**src/rtl/delta_demodulator.sv**
```systemverilog
// delta_demodulator
//   Rebuilds a WIDTH-bit sample from an up/down spike stream. Each up spike
//   adds the step size, each down spike subtracts it. The result saturates at
//   the rails, and sticky flags record each clamp. A load input forces the
//   accumulator to a given value. An optional idle leak decays the sample by 1
//   toward zero after LEAK_PERIOD consecutive idle cycles.
//
// Ports
//   clk          rising-edge clock
//   rst_n        synchronous active-low reset
//   spike[1:0]   [1] up spike, [0] down spike
//   threshold    unsigned step size per spike
//   load         force accumulator to load_value
//   load_value   value forced by load
//   clear_flags  clear sat_hi / sat_lo
//   recon        reconstructed sample
//   recon_valid  one-cycle pulse when recon changed value
//   sat_hi       sticky: an up step clamped at the top rail
//   sat_lo       sticky: a down step clamped at zero
module delta_demodulator #(
  parameter int WIDTH       = 4,
  parameter int LEAK_PERIOD = 0
) (
  input  logic             clk,
  input  logic             rst_n,
  input  logic [1:0]       spike,
  input  logic [WIDTH-1:0] threshold,
  input  logic             load,
  input  logic [WIDTH-1:0] load_value,
  input  logic             clear_flags,
  output logic [WIDTH-1:0] recon,
  output logic             recon_valid,
  output logic             sat_hi,
  output logic             sat_lo
);

  localparam logic [WIDTH-1:0] MAX_VAL = '1;
  localparam logic [WIDTH-1:0] ONE     = {{(WIDTH-1){1'b0}}, 1'b1};
  localparam logic [7:0]       LEAK_P  = 8'(LEAK_PERIOD);

  // stage-1 input registers
  logic [1:0]       spike_s1_q, spike_s1_d;
  logic [WIDTH-1:0] threshold_s1_q, threshold_s1_d;
  logic             load_s1_q, load_s1_d;
  logic [WIDTH-1:0] load_value_s1_q, load_value_s1_d;
  logic             clear_s1_q, clear_s1_d;

  // accumulator state
  logic [WIDTH-1:0] recon_q, recon_d;
  logic             recon_valid_q, recon_valid_d;
  logic             sat_hi_q, sat_hi_d;
  logic             sat_lo_q, sat_lo_d;
  logic [7:0]       leak_cnt_q, leak_cnt_d;

  logic [WIDTH:0]   sum;
  logic [8:0]       leak_inc;
  logic             set_hi, set_lo;

  always_comb begin
    spike_s1_d      = spike;
    threshold_s1_d  = threshold;
    load_s1_d       = load;
    load_value_s1_d = load_value;
    clear_s1_d      = clear_flags;

    recon_d    = recon_q;
    leak_cnt_d = leak_cnt_q;
    set_hi     = 1'b0;
    set_lo     = 1'b0;
    sum        = {1'b0, recon_q} + {1'b0, threshold_s1_q};
    leak_inc   = {1'b0, leak_cnt_q} + 9'd1;

    if (load_s1_q) begin
      recon_d    = load_value_s1_q;
      leak_cnt_d = '0;
    end else begin
      unique case (spike_s1_q)
        2'b10: begin
          leak_cnt_d = '0;
          // carry out of the WIDTH+1 bit sum means the true result exceeds the rail
          if (sum[WIDTH]) begin
            recon_d = MAX_VAL;
            set_hi  = 1'b1;
          end else begin
            recon_d = sum[WIDTH-1:0];
          end
        end
        2'b01: begin
          leak_cnt_d = '0;
          if (threshold_s1_q > recon_q) begin
            recon_d = '0;
            set_lo  = 1'b1;
          end else begin
            recon_d = recon_q - threshold_s1_q;
          end
        end
        2'b11: leak_cnt_d = '0;
        default: begin
          if (LEAK_PERIOD != 0) begin
            if (leak_inc >= {1'b0, LEAK_P}) begin
              // at zero the counter parks at the period so the next idle
              // cycle after a load/step starts a fresh count from activity
              if (recon_q != '0) begin
                recon_d    = recon_q - ONE;
                leak_cnt_d = '0;
              end else begin
                leak_cnt_d = LEAK_P;
              end
            end else begin
              leak_cnt_d = leak_inc[7:0];
            end
          end
        end
      endcase
    end

    // a clamp in the same cycle as clear_flags wins over the clear
    sat_hi_d = clear_s1_q ? 1'b0 : sat_hi_q;
    sat_lo_d = clear_s1_q ? 1'b0 : sat_lo_q;
    if (set_hi) sat_hi_d = 1'b1;
    if (set_lo) sat_lo_d = 1'b1;

    recon_valid_d = (recon_d != recon_q);
  end

  always_ff @(posedge clk) begin
    if (!rst_n) begin
      spike_s1_q      <= '0;
      threshold_s1_q  <= '0;
      load_s1_q       <= 1'b0;
      load_value_s1_q <= '0;
      clear_s1_q      <= 1'b0;
      recon_q         <= '0;
      recon_valid_q   <= 1'b0;
      sat_hi_q        <= 1'b0;
      sat_lo_q        <= 1'b0;
      leak_cnt_q      <= '0;
    end else begin
      spike_s1_q      <= spike_s1_d;
      threshold_s1_q  <= threshold_s1_d;
      load_s1_q       <= load_s1_d;
      load_value_s1_q <= load_value_s1_d;
      clear_s1_q      <= clear_s1_d;
      recon_q         <= recon_d;
      recon_valid_q   <= recon_valid_d;
      sat_hi_q        <= sat_hi_d;
      sat_lo_q        <= sat_lo_d;
      leak_cnt_q      <= leak_cnt_d;
    end
  end

  assign recon       = recon_q;
  assign recon_valid = recon_valid_q;
  assign sat_hi      = sat_hi_q;
  assign sat_lo      = sat_lo_q;

endmodule

```
**config.mk**
```make
export PLATFORM = sky130hd
export DESIGN_NAME = delta_demodulator
export DESIGN_NICKNAME = d
export VERILOG_FILES = /design/src/rtl/delta_demodulator.sv
export SDC_FILE = /design/constraint.sdc
export NUM_CORES = 1
export LEC_CHECK = 0
export CORE_AREA = 2 2 50 52
export DETAILED_ROUTE_END_ITERATION = 10
export DIE_AREA = 0 0 52 54
export GPL_ROUTABILITY_DRIVEN = 0
export PLACE_DENSITY = 0.82
export SYNTH_ARGS = -nofsm -noshare
export SYNTH_HDL_FRONTEND = slang
export SYNTH_SLANG_ARGS = --single-unit
```
**constraint.sdc**
```tcl
create_clock -name clk -period 6.5 [get_ports clk]
set_input_delay 0.975 -clock clk [delete_from_list [all_inputs] [get_ports clk]]
set_output_delay 0.975 -clock clk [all_outputs]
set_load 0.005 [all_outputs]
```
Word level (Yosys, flattened, before mapping)
Index checks and enable logic that the tools add are counted.
{ "totals": {"in_bits": 14, "elab_cells": 30, "output_inout_bits": 7, "regBits": 19} }
{ "op_classes": {"eq_ne": 3, "magnitude_cmp": 1, "addsub": 2, "n_reduce_logical": 2, "mux": 13} }
{ "ops": {"columns": ["op", "n"], "rows": [
  ["two-way mux 4 bit", 3],
  ["two-way mux 1 bit", 9],
  ["one-hot mux 4 bit (2 select lines)", 1],
  ["adder 4 x 4 -> 5 bit", 1],
  ["greater-than comparator 4 bit", 1],
  ["inequality test 4 bit", 1],
  ["nonzero test 2 bit", 2],
  ["subtractor 4 bit", 1],
  ["== test 2 x 1 -> 1 bit, second input constant", 1],
  ["== test 2 bit, second input constant", 1]
]} }

Depth between registers and ports, before layout
Gate-level depths: netlist of run 1.
{ "logic_depth": {"word_depth": 5, "depth_mapped": 9, "ltp_nobuf": 9} }

Least setup slack after synthesis of run 1
Ideal clock, no wire load.
{ "synth_path": {"path_type": "register to register", "from": "register recon_q[0], in the netlist recon[0]", "to": "register recon_valid_q, in the netlist recon_valid", "t_required_ns": 6.375, "setup_slack_ns": 3.773, "synth_period_minus_slack_ns": 2.727, "t_arrival_ns": 2.602, "n_path_buf": 0, "stages_incl_launch_ff": 10, "cell_sequence": "dfxtp_1 ha_1 inv_1 fa_1 or2b_2 a2111oi_0 a211o_1 mux2_4 o21a_1 o41a_1"} }
{ "synth_between": {"elab_chain_len": 5, "word_cells_on_any_way": 8, "cone_classes": "2 x add/sub; 1 x order compare; 1 x eq/ne; 4 x mux"} }
{ "synth_rtl": {"columns": ["element", "line_no", "source"], "rows": [
  ["start, declared", "49", "logic [WIDTH-1:0] recon_q, recon_d;"],
  ["start signal, assigned", "144", "recon_q <= recon_d;"],
  ["subtractor 4 bit, or another cell as far along", "94", "recon_d = recon_q - threshold_s1_q;"],
  ["two-way mux 4 bit, on equally long branches", "90, 81", null],
  ["one-hot mux 4 bit (2 select lines)", "77", "unique case (spike_s1_q)"],
  ["two-way mux 4 bit", "73", "if (load_s1_q) begin"],
  ["inequality test 4 bit (*)", "123", "recon_valid_d = (recon_d != recon_q);"],
  ["end signal, assigned", "145", "recon_valid_q <= recon_valid_d;"],
  ["end, declared", "50", "logic recon_valid_q, recon_valid_d;"]
]} }
Every way passes the cells marked *; elsewhere a longest branch is shown, timed or not.
A chain may end at the register's enable or synchronous reset.

Worst setup path in the final report of run 1
Same ends and word-level chain as after synthesis.

==> flow_summary.toml, run 1 <==
[worst_setup_path]
critPathArrivalTime_ps = 3200
worstSetupStartpointType = "register"
crit_chain = "ha_1, inv_1, fa_1, or2b_2, a2111oi_0, a211o_1, mux2_4, o21a_1, o41a_1"
slowest_delay_ps = 460
worstPathMaxFanout = 5
startpoint = "recon[0]$_SDFF_PN0_"
rrSetupSlack_ps = 3510
crit_required_ps = 6710
crit_buf_inv = 1
rr_startpoint = "recon[0]$_SDFF_PN0_"
crit_path_end_kind = "register"
cp_slowest_cell = "a2111oi_0"
critPathTopFamily = "compound AO/OA/AOI/OAI gates"
crit_type = "reg2reg"

[clocking]
path_clk_slew_ps = 120
clock_path_buffers = 2
cts_tree = "done"
clock_latency_ps = 320
cts_hold_buf = 0
clock_sinks = 19
cts_root_buf = "clkbuf_4"
numCtsBuffers = 3
h-tree-depth = 1
cts_setup_buffers = 0
ctsResizeCount = 0

[timing]
fmax_mhz = 335
holdWs_ps = 517
fin_crit_ps = 2990
setup_viol = 0
hold_viol_final = 0
slew_viol_final = 0
fin_setup_tns_ps = 0
fin_skew_ps = 8.28
rsz0062_at_grt = "false"
min_period_over_period_pct = 46.0
relSlewSlack_pct = 58.8
tightest_slew_ps = 611

[yosys]
yosysMostFrequentCell = "dfxtp_1"
ys_ff_latch = 19
syn_inst = 127
syn_nets = 153
ys.flop_type = "dfxtp_1"
synth-edff-count = 0
ys_seq_area_share_pct = 32.3
async_flop_share_pct = 0
synth_top_cell_by_area = "dfxtp_1"
synth_cell_types = 48
syn_avg_cell_area_um2 = 9.27
yosys_warnings = 0
netlist_area_mm2 = 0.00118
yosys-top-cells-count = "19 x dfxtp_1, 14 x inv_1, 12 x and2_1, 10 x ha_1, 7 x nor2_1"
synth_top_area_share_pct = 32.3
synth_top_cells_by_area = "dfxtp_1 32%, ha_1 11%, and2_1 6.4%, inv_1 4.5%, fa_1 3.4%"

[grt]
gr-total-overflow = 0
grt_pass1_vias = 987
grt_max_degree = 16
grt_usage_pct = 22.1
grt_pass1_wl_um = 4410
antenna_found_initial = 0

[power]
powerDensity_mw_per_mm2 = 194
vdd_drop_max_mv = 0.128
total_power_w = 0.000278
leakagePower_nw = 0.604

[drt]
drc = 0
wirelength_um = 2600
wl_per_cell_um = 14.5
dr.pass1.iters = 4
drt-initial-drc-count = 38
ant_nets = 0
viasPerCell = 5.60
num_vias = 1002

[final_layout]
nNetsFinal = 176
finalNonFillerCells = 179
area_growth_pct = 21.5
drive_above_1_share_pct = 8.05
finish.utilization_pct = 61.7
fill_cells = 215
diodes = 0

[floorplanning]
die_area_mm2 = 0.00281
design.core.area_mm2 = 0.00232
die_h_um = 54
die_w_um = 52
io_pins = 21
rows = 18
initial_core_util_pct = 50.8

[run_status]
status = "completed"

[placed_design]
place_inst = 175
io_buffers = 20
hpwl_um = 1980

[flow_run]
maxCapViolCount = 0

[hold_path]
hold_start = "load_value_s1_q[2]$_SDFF_PN0_"
hold_class = "reg2reg"
==> worst register-to-register path, stage by stage (launching register included) <==
cell,delay [ps]
dfxtp_1,440
ha_1,190
inv_1,50
fa_1,440
or2b_2,330
a2111oi_0,460
a211o_1,210
mux2_4,300
o21a_1,160
o41a_1,300
==> stage by stage <==
| stage | instance area [um^2] | setup slack [ps] |
|---|---|---|
| after CTS | 1430 | 3540 |
| after global routing | 1430 | 3330 |
| after detailed placement | 1400 | 3630 |
| after floorplan | 1180 | 3770 |
| final | 1430 | 3510 |
| after global placement | 1400 | 3720 |
==> cells by family (layout without fill, tap and decap cells) <==
logic type / count (synthesis) / count (layout) / share of synthesized area, %
and+or+nand+nor: 42 / 42 / 21.4
AOI/OAI and AO/OA: 31 / 31 / 20.6
DFF: 19 / 19 / 32.3
buffers and inverters: 16 / 38 / 5.74
adders and majority gates: 12 / 12 / 14.0
xor gates and xnor gates: 5 / 5 / 3.72
muxes: 2 / 2 / 2.23
==> where the power goes <==
| group | switching, W | internal [W] |
|---|---|---|
| Clock | 0.0000411 | 0.0000236 |
| Sequential | 0.00000715 | 0.000124 |
| Combinational | 0.0000382 | 0.0000431 |
==> cell type report <==
cell class                      count  area (um^2)  share of cell area, %
Clock buffer                        3         22.5                   1.57
Clock inverter                      1         7.51                  0.525
Inverter                           14         52.6                   3.67
Multi-Input combinational cell     92          729                   51.0
Sequential cell                    19          380                   26.6
Tap cell                           30         37.5                   2.62
Timing Repair Buffer               20          200                   14.0
==> layer usage <==
layer / share of wire (%) / GRT usage (%)
met5: 0 / 0
met3: 4.3 / 3.33
met1: 45 / 27.4
met2: 48 / 36.9
met4: 2.5 / 12.3
==> state kept, by name (all words and copies together), names as in the netlist <==
name             flops
recon                4
load_s1_q            1
spike_s1_q           2
threshold_s1_q       4
recon_valid          1
sat_hi               1
clear_s1_q           1
load_value_s1_q      4
sat_lo               1
==> cell usage in the layout, fill, tap and decap left out, types with 2 or more instances in the layout <==
| master | netlist | layout |
|---|---|---|
| clkdlybuf4s50_1 | 0 | 20 |
| nor2b_1 | 2 | 2 |
| dfxtp_1 | 19 | 19 |
| a21oi_1 | 6 | 6 |
| nand2b_1 | 3 | 3 |
| inv_1 | 14 | 14 |
| o211ai_1 | 2 | 2 |
| nor2_1 | 7 | 7 |
| xor2_1 | 3 | 3 |
| o21a_1 | 3 | 3 |
| xnor2_1 | 2 | 2 |
| ha_1 | 10 | 10 |
| o31ai_1 | 3 | 3 |
| and2b_2 | 3 | 3 |
| nand2_1 | 4 | 4 |
| fa_1 | 2 | 2 |
| and2_1 | 12 | 12 |
| clkbuf_4 | 0 | 3 |
==> final timing paths <==
check / end / depth (start not counted)
setup / recovery: recon_valid$_SDFF_PN0_ / 9
hold / removal: recon[2]$_SDFF_PN0_ / 2
setup reg to reg: recon_valid$_SDFF_PN0_ / 9
hold reg to reg: recon[2]$_SDFF_PN0_ / 2
Note: power is estimated with default switching activity, not from simulation.
==> run 2, diff against run 1 <==
Settings changed: CORE_AREA 2 2 50 52 to 2 2 54 56, DIE_AREA 0 0 52 54 to 0 0 56 58, PLACE_DENSITY 0.82 to 0.75.
Clock period 6.5 ns to 2.55 ns, I/O delays scaled along.
==> run 2 against run 1 <==
Compared with the run above: sequential power rose to 2.5 times the previous value; count of clock-buffer cells in the layout did not move; fmax grew 19%; clock power rose by 130%; global-route usage fell by 3.6 points; first-iteration DRC count up 11%; utilization shrank 3.2 points; hold slack got worse by 17 ps; die area is 16% higher; non-clock buffer count rose by 9; critical endpoint unchanged; highest routed layer unchanged; critical path type unchanged; critical path depth unchanged.
==> flow_summary.toml, run 2 (same netlist as run 1, synthesis figures left out) <==
[run_status]
status = "completed"

[floorplanning]
design.core.area_mm2 = 0.00266
io_pins = 21
die_w_um = 56
die_h_um = 58
die_area_mm2 = 0.00325
initial_core_util_pct = 44.2
rows = 19

[grt]
gr-total-overflow = 0
antenna_found_initial = 0
grt_pass1_wl_um = 4690
grt_pass1_vias = 1061
grt_max_degree = 16
grt_usage_pct = 18.6

[timing]
fin_setup_tns_ps = 0
fin_crit_ps = 2520
holdWs_ps = 500
fin_skew_ps = 6.37
fmax_mhz = 397
slew_viol_final = 0
tightest_slew_ps = 444
hold_viol_final = 0
rsz0062_at_grt = "true"
relSlewSlack_pct = 70.3
min_period_over_period_pct = 98.7
setup_viol = 0

[power]
leakagePower_nw = 0.657
p_sw_share_pct = 30.7
powerDensity_mw_per_mm2 = 467
pwr-share-comb_pct = 33.5
pwr-share-seq_pct = 45.9
vdd_drop_max_mv = 0.372
clock_power_share_pct = 20.6
p_int_w = 0.000504
switchingPower_w = 0.000223

[final_layout]
multi_input_area_um2 = 781
drive_above_1_share_pct = 19.0
area_growth_pct = 32.1
layout.area.seq_um2 = 388
finish.utilization_pct = 58.4
diodes = 0
nNetsFinal = 185
final_cell_mix = "20 x clkdlybuf4s50_1, 17 x dfxtp_1, 12 x inv_1, 12 x and2_1, 9 x buf_4"
finalNonFillerCells = 189
final_area_mm2 = 0.00156
fill_cells = 247
layout_commonest_cell = "clkdlybuf4s50_1"

[worst_setup_path]
crit_chain = "ha_4, inv_2, fa_2, or2b_4, a2111oi_4, a211o_1, mux2_4, o21a_1, o41a_1"
worstPathMaxFanout = 3
cp_slowest_cell = "dfxtp_4"
slowest_delay_ps = 380
crit_path_end_kind = "register"
critPathTopFamily = "compound AO/OA/AOI/OAI gates"
crit_required_ps = 2730
crit_type = "reg2reg"
crit_buf_inv = 1
critPathArrivalTime_ps = 2700
worstSetupStartpointType = "register"

[flow_run]
maxCapViolCount = 0

[placed_design]
hpwl_um = 2180
placed_area_mm2 = 0.00147
place_inst = 183
io_buffers = 20

[clocking]
clock_latency_ps = 300
path_clk_slew_ps = 110
numCtsBuffers = 3
cts_root_buf = "clkbuf_4"
cts_tree = "done"
clock_path_buffers = 2
h-tree-depth = 1
clock_sinks = 19

[drt]
dr.pass1.iters = 4
wl_per_cell_um = 14.8
ant_nets = 0
num_vias = 1062
viasPerCell = 5.62
drt-initial-drc-count = 42
wirelength_um = 2810
drc = 0

[hold_path]
hold_class = "reg2reg"
-- run 2: power groups by stage --
stage | clock [W] | sequential, W | combinational [W]
2_1_floorplan | 0 | 0.000339 | 0.000142
3_3_place_gp | 0 | 0.000339 | 0.000217
3_5_place_dp | 0 | 0.000339 | 0.000225
4_1_cts | 0.000155 | 0.000333 | 0.000231
5_1_grt | 0.000175 | 0.000336 | 0.000266
6_report | 0.000150 | 0.000333 | 0.000244
-- run 2: area by class of cell --
type / instances / share of cell area [%]
multi-input cells: 92 / 50.2
flip-flops and latches: 19 / 24.9
repair buffers: 29 / 17.2
inverters: 14 / 3.38
well taps: 31 / 2.49
clock buffers: 3 / 1.45
clock inverters: 1 / 0.322
-- run 2: stage by stage --
stage,power [W],worst slack (ps)
after global routing,0.000778,-24.6
after floorplan,0.000481,38.7
after CTS,0.000719,10.5
after global placement,0.000556,77.1
after detailed placement,0.000565,-3.28
final,0.000727,33.0
-- run 2: per-layer routing --
| metal | wire, um | part of all wire (%) | up-vias | GRT usage [%] |
|---|---|---|---|---|
| met5 | 0 | 0 | - | 0 |
| met4 | 63 | 2.2 | 0 | 8.16 |
| met3 | 151 | 5.4 | 8 | 3.13 |
| met2 | 1500 | 53 | 45 | 35.0 |
| met1 | 1090 | 39 | 501 | 20.6 |
| li1 | - | - | 508 | - |
-- run 2: final timing paths --
kind	from	to	slack, ps	cells past startpoint
max	recon[0]$_SDFF_PN0_	recon_valid$_SDFF_PN0_	30	9
min	load_value_s1_q[2]$_SDFF_PN0_	recon[2]$_SDFF_PN0_	500	2
max reg2reg	recon[0]$_SDFF_PN0_	recon_valid$_SDFF_PN0_	30	9
min reg2reg	load_value_s1_q[2]$_SDFF_PN0_	recon[2]$_SDFF_PN0_	500	2
-- run 2: timing repair --
item,in CTS,in global routing
pin swaps,2,3
gates resized for setup,3,7
hold buffers,0,0
setup buffers,1,1
setup endpoints to repair,1,1
-- run 2: worst reg2reg max path, cell delays in order, from the launching register on --
cell	delay (ps)
dfxtp_4	380
ha_4	140
inv_2	40
fa_2	360
or2b_4	270
a2111oi_4	280
a211o_1	170
mux2_4	300
o21a_1	160
o41a_1	300
